File: src/rtl/router_out_scheduler_pkg.sv
// Shared types and constants for the 1x3 router output scheduler.
package router_out_scheduler_pkg;

  localparam int         NPORTS    = 3;
  localparam logic [1:0] PORT_NONE = 2'd3;
  localparam int         LEN_MSB   = 7;
  localparam int         LEN_LSB   = 2;

  typedef enum logic [1:0] {
    S_IDLE        = 2'd0,
    S_XFER_HDR    = 2'd1,
    S_XFER_BODY   = 2'd2,
    S_TIMEOUT_RST = 2'd3
  } sched_state_e;

  // Successor port modulo NPORTS; anything out of range folds back to 0.
  function automatic logic [1:0] port_next(input logic [1:0] p);
    return (p >= 2'd2) ? 2'd0 : p + 2'd1;
  endfunction

  function automatic logic [NPORTS-1:0] port_onehot(input logic [1:0] p);
    logic [NPORTS-1:0] oh;
    case (p)
      2'd0:    oh = 3'b001;
      2'd1:    oh = 3'b010;
      2'd2:    oh = 3'b100;
      default: oh = 3'b000;
    endcase
    return oh;
  endfunction

endpackage

File: src/rtl/router_out_scheduler_if.sv
// FIFO-side and downstream-side signals of the router output scheduler.
interface router_out_scheduler_if #(
  parameter int DATA_W = 8
);
  logic              empty_0, empty_1, empty_2;
  logic [DATA_W-1:0] fifo_data_0, fifo_data_1, fifo_data_2;
  logic              data_ready;
  logic              read_enb_0, read_enb_1, read_enb_2;
  logic [DATA_W-1:0] data_out;
  logic              data_valid;
  logic [1:0]        grant_port;
  logic              soft_reset_0, soft_reset_1, soft_reset_2;
  logic              busy;

  modport master (
    input  empty_0, empty_1, empty_2,
    input  fifo_data_0, fifo_data_1, fifo_data_2,
    input  data_ready,
    output read_enb_0, read_enb_1, read_enb_2,
    output data_out, data_valid, grant_port,
    output soft_reset_0, soft_reset_1, soft_reset_2,
    output busy
  );

  modport slave (
    output empty_0, empty_1, empty_2,
    output fifo_data_0, fifo_data_1, fifo_data_2,
    output data_ready,
    input  read_enb_0, read_enb_1, read_enb_2,
    input  data_out, data_valid, grant_port,
    input  soft_reset_0, soft_reset_1, soft_reset_2,
    input  busy
  );
endinterface

File: src/rtl/router_out_scheduler_arbiter.sv
// Combinational 3-way round-robin pick: first requesting port at or after ptr.
module router_rr_arbiter
  import router_out_scheduler_pkg::*;
(
  input  logic [NPORTS-1:0] req,
  input  logic [1:0]        ptr,
  output logic              gnt_valid,
  output logic [1:0]        gnt_idx
);

  logic [1:0]        start;
  logic [1:0]        start_p1;
  logic [1:0]        start_p2;
  logic [NPORTS-1:0] rot;

  assign start    = (ptr > 2'd2) ? 2'd0 : ptr;
  assign start_p1 = port_next(start);
  assign start_p2 = port_next(start_p1);

  // rot[k] is the request of port (start + k) mod 3
  always_comb begin
    case (start)
      2'd1:    rot = {req[0], req[2], req[1]};
      2'd2:    rot = {req[1], req[0], req[2]};
      default: rot = req;
    endcase
  end

  always_comb begin
    gnt_valid = |req;
    gnt_idx   = PORT_NONE;
    if (rot[0])      gnt_idx = start;
    else if (rot[1]) gnt_idx = start_p1;
    else if (rot[2]) gnt_idx = start_p2;
  end

endmodule

File: src/rtl/router_out_scheduler.sv
// Output scheduler: round-robin packet grant over three FIFOs onto one
// valid/ready channel, with stall timeout that soft-resets the granted port.
module router_out_scheduler
  import router_out_scheduler_pkg::*;
#(
  parameter int DATA_W  = 8,
  parameter int TIMEOUT = 30
) (
  input  logic                  clock,
  input  logic                  resetn,
  router_out_scheduler_if.master bus
);

  localparam int              CNT_W      = (TIMEOUT > 1) ? $clog2(TIMEOUT) : 1;
  localparam logic [CNT_W-1:0] STALL_LAST = CNT_W'(TIMEOUT - 1);

  sched_state_e      state_q, state_d;
  logic [1:0]        grant_q, grant_d;
  logic [1:0]        rr_ptr_q, rr_ptr_d;
  logic [6:0]        bytes_left_q, bytes_left_d;
  logic [CNT_W-1:0]  stall_q, stall_d;
  logic [NPORTS-1:0] srst_q, srst_d;

  logic [NPORTS-1:0] req;
  logic [NPORTS-1:0] gnt_onehot;
  logic              arb_valid;
  logic [1:0]        arb_idx;
  logic              empty_g;
  logic [DATA_W-1:0] head_g;
  logic              in_xfer;
  logic              dvalid;
  logic              hs;

  assign req = ~{bus.empty_2, bus.empty_1, bus.empty_0};

  router_rr_arbiter u_arb (
    .req      (req),
    .ptr      (rr_ptr_q),
    .gnt_valid(arb_valid),
    .gnt_idx  (arb_idx)
  );

  // No grant reads as an empty FIFO with a zero head byte.
  always_comb begin
    empty_g = 1'b1;
    head_g  = '0;
    case (grant_q)
      2'd0: begin empty_g = bus.empty_0; head_g = bus.fifo_data_0; end
      2'd1: begin empty_g = bus.empty_1; head_g = bus.fifo_data_1; end
      2'd2: begin empty_g = bus.empty_2; head_g = bus.fifo_data_2; end
      default: ;
    endcase
  end

  assign gnt_onehot = port_onehot(grant_q);
  assign in_xfer    = (state_q == S_XFER_HDR) || (state_q == S_XFER_BODY);
  assign dvalid     = in_xfer && !empty_g;
  assign hs         = dvalid && bus.data_ready;

  always_comb begin
    state_d      = state_q;
    grant_d      = grant_q;
    rr_ptr_d     = rr_ptr_q;
    bytes_left_d = bytes_left_q;
    stall_d      = '0;
    srst_d       = '0;

    case (state_q)
      S_IDLE: begin
        if (arb_valid) begin
          grant_d = arb_idx;
          state_d = S_XFER_HDR;
        end
      end
      S_XFER_HDR: begin
        // Payload length plus the trailing parity byte.
        if (hs) begin
          bytes_left_d = 7'(head_g[LEN_MSB:LEN_LSB]) + 7'd1;
          state_d      = S_XFER_BODY;
        end
      end
      S_XFER_BODY: begin
        if (hs) begin
          if (bytes_left_q == 7'd1) begin
            state_d  = S_IDLE;
            rr_ptr_d = port_next(grant_q);
            grant_d  = PORT_NONE;
          end else begin
            bytes_left_d = bytes_left_q - 7'd1;
          end
        end
      end
      S_TIMEOUT_RST: begin
        state_d  = S_IDLE;
        rr_ptr_d = port_next(grant_q);
        grant_d  = PORT_NONE;
      end
      default: state_d = S_IDLE;
    endcase

    // Only a present byte refused by downstream counts as a stall.
    if (dvalid && !bus.data_ready) begin
      stall_d = (&stall_q) ? stall_q : stall_q + CNT_W'(1);
      if (stall_q >= STALL_LAST) begin
        state_d = S_TIMEOUT_RST;
        srst_d  = gnt_onehot;
      end
    end
  end

  always_ff @(posedge clock or negedge resetn) begin
    if (!resetn) begin
      state_q      <= S_IDLE;
      grant_q      <= PORT_NONE;
      rr_ptr_q     <= 2'd0;
      bytes_left_q <= '0;
      stall_q      <= '0;
      srst_q       <= '0;
    end else begin
      state_q      <= state_d;
      grant_q      <= grant_d;
      rr_ptr_q     <= rr_ptr_d;
      bytes_left_q <= bytes_left_d;
      stall_q      <= stall_d;
      srst_q       <= srst_d;
    end
  end

  assign bus.data_valid   = dvalid;
  assign bus.data_out     = head_g;
  assign bus.grant_port   = grant_q;
  assign bus.read_enb_0   = hs && gnt_onehot[0];
  assign bus.read_enb_1   = hs && gnt_onehot[1];
  assign bus.read_enb_2   = hs && gnt_onehot[2];
  assign bus.soft_reset_0 = srst_q[0];
  assign bus.soft_reset_1 = srst_q[1];
  assign bus.soft_reset_2 = srst_q[2];
  assign bus.busy         = (state_q != S_IDLE);

endmodule

File: src/flat_wrapper.sv
// flat-port wrapper written by rule: the top's interface ports become plain ports
module router_out_scheduler_flat import router_out_scheduler_pkg::*;
#(
  parameter int DATA_W  = 8,
  parameter int TIMEOUT = 30
)
  (clock, resetn, bus_empty_0, bus_empty_1, bus_empty_2, bus_fifo_data_0, bus_fifo_data_1, bus_fifo_data_2, bus_data_ready, bus_read_enb_0, bus_read_enb_1, bus_read_enb_2, bus_data_out, bus_data_valid, bus_grant_port, bus_soft_reset_0, bus_soft_reset_1, bus_soft_reset_2, bus_busy);
  router_out_scheduler_if #(.DATA_W(DATA_W)) bus_i ();
  input  logic clock;
  input  logic resetn;
  input wire logic [$bits(bus_i.empty_0)-1:0] bus_empty_0;
  input wire logic [$bits(bus_i.empty_1)-1:0] bus_empty_1;
  input wire logic [$bits(bus_i.empty_2)-1:0] bus_empty_2;
  input wire logic [$bits(bus_i.fifo_data_0)-1:0] bus_fifo_data_0;
  input wire logic [$bits(bus_i.fifo_data_1)-1:0] bus_fifo_data_1;
  input wire logic [$bits(bus_i.fifo_data_2)-1:0] bus_fifo_data_2;
  input wire logic [$bits(bus_i.data_ready)-1:0] bus_data_ready;
  output wire logic [$bits(bus_i.read_enb_0)-1:0] bus_read_enb_0;
  output wire logic [$bits(bus_i.read_enb_1)-1:0] bus_read_enb_1;
  output wire logic [$bits(bus_i.read_enb_2)-1:0] bus_read_enb_2;
  output wire logic [$bits(bus_i.data_out)-1:0] bus_data_out;
  output wire logic [$bits(bus_i.data_valid)-1:0] bus_data_valid;
  output wire logic [$bits(bus_i.grant_port)-1:0] bus_grant_port;
  output wire logic [$bits(bus_i.soft_reset_0)-1:0] bus_soft_reset_0;
  output wire logic [$bits(bus_i.soft_reset_1)-1:0] bus_soft_reset_1;
  output wire logic [$bits(bus_i.soft_reset_2)-1:0] bus_soft_reset_2;
  output wire logic [$bits(bus_i.busy)-1:0] bus_busy;
  assign bus_i.empty_0 = bus_empty_0;
  assign bus_i.empty_1 = bus_empty_1;
  assign bus_i.empty_2 = bus_empty_2;
  assign bus_i.fifo_data_0 = bus_fifo_data_0;
  assign bus_i.fifo_data_1 = bus_fifo_data_1;
  assign bus_i.fifo_data_2 = bus_fifo_data_2;
  assign bus_i.data_ready = bus_data_ready;
  assign bus_read_enb_0 = bus_i.read_enb_0;
  assign bus_read_enb_1 = bus_i.read_enb_1;
  assign bus_read_enb_2 = bus_i.read_enb_2;
  assign bus_data_out = bus_i.data_out;
  assign bus_data_valid = bus_i.data_valid;
  assign bus_grant_port = bus_i.grant_port;
  assign bus_soft_reset_0 = bus_i.soft_reset_0;
  assign bus_soft_reset_1 = bus_i.soft_reset_1;
  assign bus_soft_reset_2 = bus_i.soft_reset_2;
  assign bus_busy = bus_i.busy;
  router_out_scheduler #(.DATA_W(DATA_W), .TIMEOUT(TIMEOUT)) u_core (.clock(clock), .resetn(resetn), .bus(bus_i));
endmodule
File: config.mk
export PLATFORM = sky130hd
export DESIGN_NAME = router_out_scheduler_flat
export DESIGN_NICKNAME = d
export VERILOG_FILES = /design/src/rtl/router_out_scheduler_pkg.sv /design/src/rtl/router_out_scheduler_if.sv /design/src/rtl/router_out_scheduler_arbiter.sv /design/src/rtl/router_out_scheduler.sv /design/src/flat_wrapper.sv
export SDC_FILE = /design/constraint.sdc
export NUM_CORES = 1
export LEC_CHECK = 0
export CAP_MARGIN = 40
export CELL_PAD_IN_SITES_DETAIL_PLACEMENT = 0
export CELL_PAD_IN_SITES_GLOBAL_PLACEMENT = 1
export CORE_MARGIN = 2
export CORE_UTILIZATION = 36
export DETAILED_ROUTE_END_ITERATION = 10
export HOLD_SLACK_MARGIN = 0.08
export MAX_ROUTING_LAYER = met4
export PLACE_DENSITY_LB_ADDON = 0.15
export SKIP_LAST_GASP = 1
export SLEW_MARGIN = 20
export SYNTH_ARGS = -nofsm -noshare
export SYNTH_HDL_FRONTEND = slang
export SYNTH_HIERARCHICAL = 1
export SYNTH_SLANG_ARGS = --single-unit
File: constraint.sdc
create_clock -name clock -period 2.66 [get_ports clock]
set_input_delay 0.532 -clock clock [delete_from_list [all_inputs] [get_ports clock]]
set_output_delay 0.532 -clock clock [all_outputs]
set_load 0.01 [all_outputs]
== Word level (Yosys, flattened, before mapping) ==
Index checks and enable logic that the tools add are counted.

* Word-level logic and storage cells: 85
* Bits in registers: 21
* Bits of input ports: 30
* Output and inout bits: 18

* Equal/unequal tests: 14
* Bitwise gates (word level): 1
* Multiplexer cells: 33
* $lt $le $gt $ge: 5
* Add/subtract/negate cells: 6
* Reduce and logical (&&, ||, !) cells: 20

{| class="wikitable"
|+ Operators by type and width
! cell !! number
|-
| $mux W2 || 18
|-
| $pmux W8 S3 || 1
|-
| $mux W7 || 3
|-
| $pmux W7 S2 || 1
|-
| $mux W5 || 2
|-
| $pmux W3 S3 || 1
|-
| $eq A2 B2 Y1 const B || 4
|-
| $pmux W2 S4 || 1
|-
| $reduce_and A4 Y1 || 2
|-
| $add A6 B1 Y7 const B || 1
|-
| $eq A7 B1 Y1 const B || 1
|-
| $sub A7 B1 Y7 const B || 1
|-
| $add A2 B1 Y2 const B || 3
|-
| $eq A2 B1 Y1 const B || 3
|-
| $ge A2 B2 Y1 const B || 3
|-
| $logic_and A1 B1 Y1 || 6
|-
| $mux W3 || 2
|-
| $ne A2 B1 Y1 const B || 3
|-
| $ne A2 B2 Y1 const B || 3
|-
| $pmux W2 S3 || 1
|-
| $pmux W3 S2 || 1
|-
| $reduce_bool A2 Y1 || 3
|-
| $add A5 B1 Y5 const B || 1
|-
| $ge A5 B5 Y1 const B || 1
|-
| other kinds (11) || 13
|}

== Logic depth before layout (Yosys ltp) ==
* Depth after elaboration: 11
* Gate-level depth with buffers: 9
* Gate-level depth less buffers: 8

== Hierarchy ==
The synthesis kept the hierarchy.

{| class="wikitable"
|+ Modules (own cells, without submodules)
! module !! instances !! area an instance (um2) !! sequential area each (um2) !! cells each
|-
| router_out_scheduler || 1 || 1634.1 || 528.0 || 182
|-
| router_rr_arbiter || 1 || 206.4 || 0.0 || 29
|}

== Worst setup path after synthesis ==
No wires, ideal clock.

* Path type: register to register
* Start: register u_core.grant_q[0] (netlist: u_core/bus.grant_port[0])
* End: register u_core.bytes_left_q[4]
* Stages on the path, launching flop included: 9
* Required time: 2.556 ns
* Library setup time: 0.104 ns
* Buffers on the path: 2
* Arrival: 2.097 ns
* Period minus slack after synthesis: 2.201 ns
* Slack: 0.459 ns
* Cell sequence: dfstp_2 > buf_6 > buf_2 > mux2i_1 > o21ai_0 > ha_1 > nand3_1 > xor2_1 > a221oi_1

* Elaborated cells between the ends (all ways): 14
* Those cells by class: 1 x add/sub; 4 x eq/ne; 4 x mux; 5 x reduce/logical

{| class="wikitable"
|+ RTL lines
! item !! line !! source
|-
| start, declared || router_out_scheduler.sv:18 || <nowiki>logic [1:0] grant_q, grant_d;</nowiki>
|-
| start signal, assigned || router_out_scheduler.sv:121 || <nowiki>grant_q <= grant_d;</nowiki>
|-
| $eq A2 B2 Y1, or another cell as far along || router_out_scheduler.sv:47 || <nowiki>case (grant_q)</nowiki>
|-
| $pmux W8 S3 * || router_out_scheduler.sv:47 ||
|-
| via bus_data_out[3] || flat_wrapper.sv:21 || <nowiki>output wire logic [$bits(bus_i.data_out)-1:0] bus_data_out;</nowiki>
|-
| $add A6 B1 Y7 * || router_out_scheduler.sv:78 || <nowiki>bytes_left_d = 7'(head_g[LEN_MSB:LEN_LSB]) + 7'd1;</nowiki>
|-
| $mux W7 * || router_out_scheduler.sv:77 || <nowiki>if (hs) begin</nowiki>
|-
| $pmux W7 S2 * || router_out_scheduler.sv:68 || <nowiki>case (state_q)</nowiki>
|-
| end signal, assigned || router_out_scheduler.sv:123 || <nowiki>bytes_left_q <= bytes_left_d;</nowiki>
|-
| end, declared || router_out_scheduler.sv:20 || <nowiki>logic [6:0] bytes_left_q, bytes_left_d;</nowiki>
|}

The timed path passes the listed nets; every way through them passes the cells marked *. The select of a mux whose other input is x is not followed.
A chain may end at the register's enable or synchronous reset.

== Worst setup path in the final report ==
* Start: register u_core.grant_q[0] (netlist: u_core/bus.grant_port[0])
* End: output bus_data_valid

* Word-level cells in the longest chain between the ends: 4
* Elaborated cells between the ends (all ways): 6
* Those cells by class: 2 x eq/ne; 1 x mux; 3 x reduce/logical

{| class="wikitable"
|+ Ends and longest elaborated chain
! item !! line !! source
|-
| $eq A2 B2 Y1, or another cell as far along || router_out_scheduler.sv:47 ||
|-
| $pmux W1 S3 * || router_out_scheduler.sv:47 ||
|-
| $logic_not A1 Y1 * || router_out_scheduler.sv:57 || <nowiki>assign dvalid = in_xfer && !empty_g;</nowiki>
|-
| $logic_and A1 B1 Y1 * || router_out_scheduler.sv:57 ||
|-
| end, declared || flat_wrapper.sv:22 || <nowiki>output wire logic [$bits(bus_i.data_valid)-1:0] bus_data_valid;</nowiki>
|}

Mark *: on every way between the ends. The rest lies on a longest branch, timed or not.

==> run metrics <==
ANT nets after route 0; cell at the slowest stage of the critical path dfstp_4; Hold WC Path Type register to register; Least-Margin Pin Slew 0.652 ns; Final min period between 2 and 3 ns; yosys warns 6; Sink Count 21; clock tree from TritonCTS yes; Slowest Stage Delay on Critical Path 0.73 ns; final instance area ~0.0025 mm^2; Syn-to-layout area delta 36.3%; Setup CP Type register to output pin; final setup vio count 0; initial antenna violation count 0; Max Clk Rate around 0.38 GHz; ratio of cells with drive above 1 in the final layout 0.134; port bufs 47; Clk pin slew, worst setup/hold paths approximately 0.08 ns; Nets 314; leading cell type in the layout, fill and taps excluded clkdlybuf4s50_1; Tcrit/Tclk final 0.983; vias 1,732; GR Overflow Total 0; area share of the leading cell type in the synthesized netlist 0.258; Final Skew between 0.004 and 0.005 ns; RSZ-0062 raised after global routing yes; io pins 48; Pleak 0.00112 uW; routability congestion estimate 0.874; Arr. time, crit path 2.08 ns; Mapped Nets roughly 260; initial core utilization 0.367; Core ar. 0.00501 mm^2; Yosys cell types 54; Die Height 75.5 um; CTS Buffer Depth 2; WP data required 2.13 ns; Post-synth EDFFs 0; peak supply drop 442 uV; cell taking the most area after synthesis dfrtp_1; htree depth 1; root buf cell clkbuf_8; TNS Setup 0 ns; TritonCTS buffer count 3; max-slew violation count 0; pwr dens 983 mW/mm^2; Syn Inst Count 211; Post-Syn Area 0.00184 mm^2; Post-synth top flop dfrtp_1; Die Width 75.5 um; Residual DRC 0; first-pass GRT wire length between 7 and 8 mm; Placed Area 0.00245 mm^2; worst skew pair latency 0.26 ns; first drt pass iteration count 4; Cell Rows 26; end-of-flow core utilization 0.501; Avg Cell Area, Syn approximately 8.7 um^2; n_diodes 0; Worst setup SP type register; Die ar. 0.00570 mm^2; WL per Instance 14.1 um; register bit count reported by yosys 21; Seq/Total Area, Yosys 0.287; Max Cap Viol 0; Fin. Hold Viols 0; Async SR Flop Fraction 1.00; Buf/Inv on CP 1; critical path cell sequence mux2i_2 -> mux2i_1 -> nor2b_1 -> clkdlybuf4s50_1; largest net degree at the start of global routing 22; worst-path maximum fanout 12; vias in the first global route 1,575; drt via density about 5.1; crit path capture type output pin; Post-DP HPWL 3.64 mm; DRT iter0 DRCs 132; Rel. slew slack 0.562; cell family with most CP delay flip-flops; outcome finished clean; total wire length 4.77 mm; global-route usage over all layers 0.181; most frequent cells in the layout clkdlybuf4s50_1, dfrtp_1, nand2_1; Synth area leaders dfrtp_1, ha_1, mux2i_1
-- metal layers --
| layer | part of all wire | vias up | global-route usage |
|---|---|---|---|
| li1 | - | 876 | - |
| met1 | 0.50 | 813 | 0.246 |
| met2 | 0.46 | 38 | 0.287 |
| met3 | 0.043 | 5 | 0.0304 |
| met5 | 0 | - | - |
| met4 | 0.0052 | 0 | 0.0331 |
-- state kept, by name, summed over array words and instances, names as in the netlist --
register and flops:
u_core/bytes_left_q 7, u_core/stall_q 5, u_core/srst_q 3, u_core/bus.grant_port 2
u_core/rr_ptr_q 2, u_core/state_q 2
-- area by class of cell --
cell class	instances	area [um^2]
Timing Repair Buffer	62	587
Fill cell	514	2500
Inverter	16	60.1
Clock buffer	4	45.0
Multi-Input combinational cell	165	1200
Sequential cell	21	532
Tap cell	70	87.6
-- worst reg2reg max path, delay by kind of cell (launching register included) --
family	cells	cell delay, ns
muxes	1	0.27
buffers and inverters	1	0.12
AOI/OAI and AO/OA	2	0.69
and+or+nand+nor	2	0.29
DFF	1	0.43
adders and majority gates	1	0.34
-- worst paths after layout --
kind                                                from  cells past startpoint                       end  slack [ns]
worst max-delay path            u_core/bus.grant_port[0]                      4            bus_data_valid        0.05
worst min-delay path              u_core/bytes_left_q[1]                      2    u_core/bytes_left_q[1]        0.51
worst min register to register    u_core/bytes_left_q[1]                      2    u_core/bytes_left_q[1]        0.51
max in group asynchronous                         resetn                      2  u_core/bus.grant_port[0]        1.77
min in group asynchronous                         resetn                      2    u_core/bytes_left_q[5]        0.62
worst max register to register         u_core/state_q[1]                      7    u_core/bytes_left_q[3]        0.40
-- per-stage QoR --
step | worst slack [ns] | hold slack (ns) | power [uW] | instances
2_1_floorplan | 0.459 | 0.236 | 1650 | 211
3_3_place_gp | 0.125 | 0.501 | 2240 | 333
3_5_place_dp | 0.122 | 0.503 | 2230 | 333
4_1_cts | 0.0118 | 0.521 | 2470 | 337
5_1_grt | -0.0463 | 0.589 | 2690 | 338
6_report | 0.0459 | 0.513 | 2470 | 338
-- synth_stat cells (3+ instances only) --
cell type,count
a21oi_1,9
nor2b_1,8
nand2_1,18
nor2_1,15
ha_1,15
or3_1,3
dfrtp_1,19
and3_1,3
xor2_1,3
mux2_2,4
xnor2_1,3
nor4_1,4
nand3_1,5
o2bb2ai_1,4
buf_2,3
mux2i_1,13
nor3_1,6
o21ai_0,13
inv_1,16
-- kinds of logic (layout without fill, tap and decap cells) --
kind of cell	Yosys count	after routing	share of synthesized area
and+or+nand+nor	77	77	0.226
AOI/OAI and AO/OA	49	49	0.190
DFF	21	21	0.287
xor gates and xnor gates	6	6	0.0286
buffers and inverters	25	82	0.0639
adders and majority gates	15	15	0.102
muxes	18	18	0.103
-- power by group --
group	internal (uW)	switching [uW]	leakage, uW
sequential	437	133	0.000270
combinational	856	824	0.000827
clock	107	109	0.0000228
total	1400	1070	0.00112
-- repair_timing --
| action | in CTS | in global routing |
|---|---|---|
| setup buffers | 0 | 1 |
| gates resized for setup | 3 | 3 |
| pin swaps | 0 | 0 |
| hold buffers | 0 | 0 |
| endpoints found under the setup margin | 10 | 4 |
Note: power is estimated with default switching activity, not from simulation.
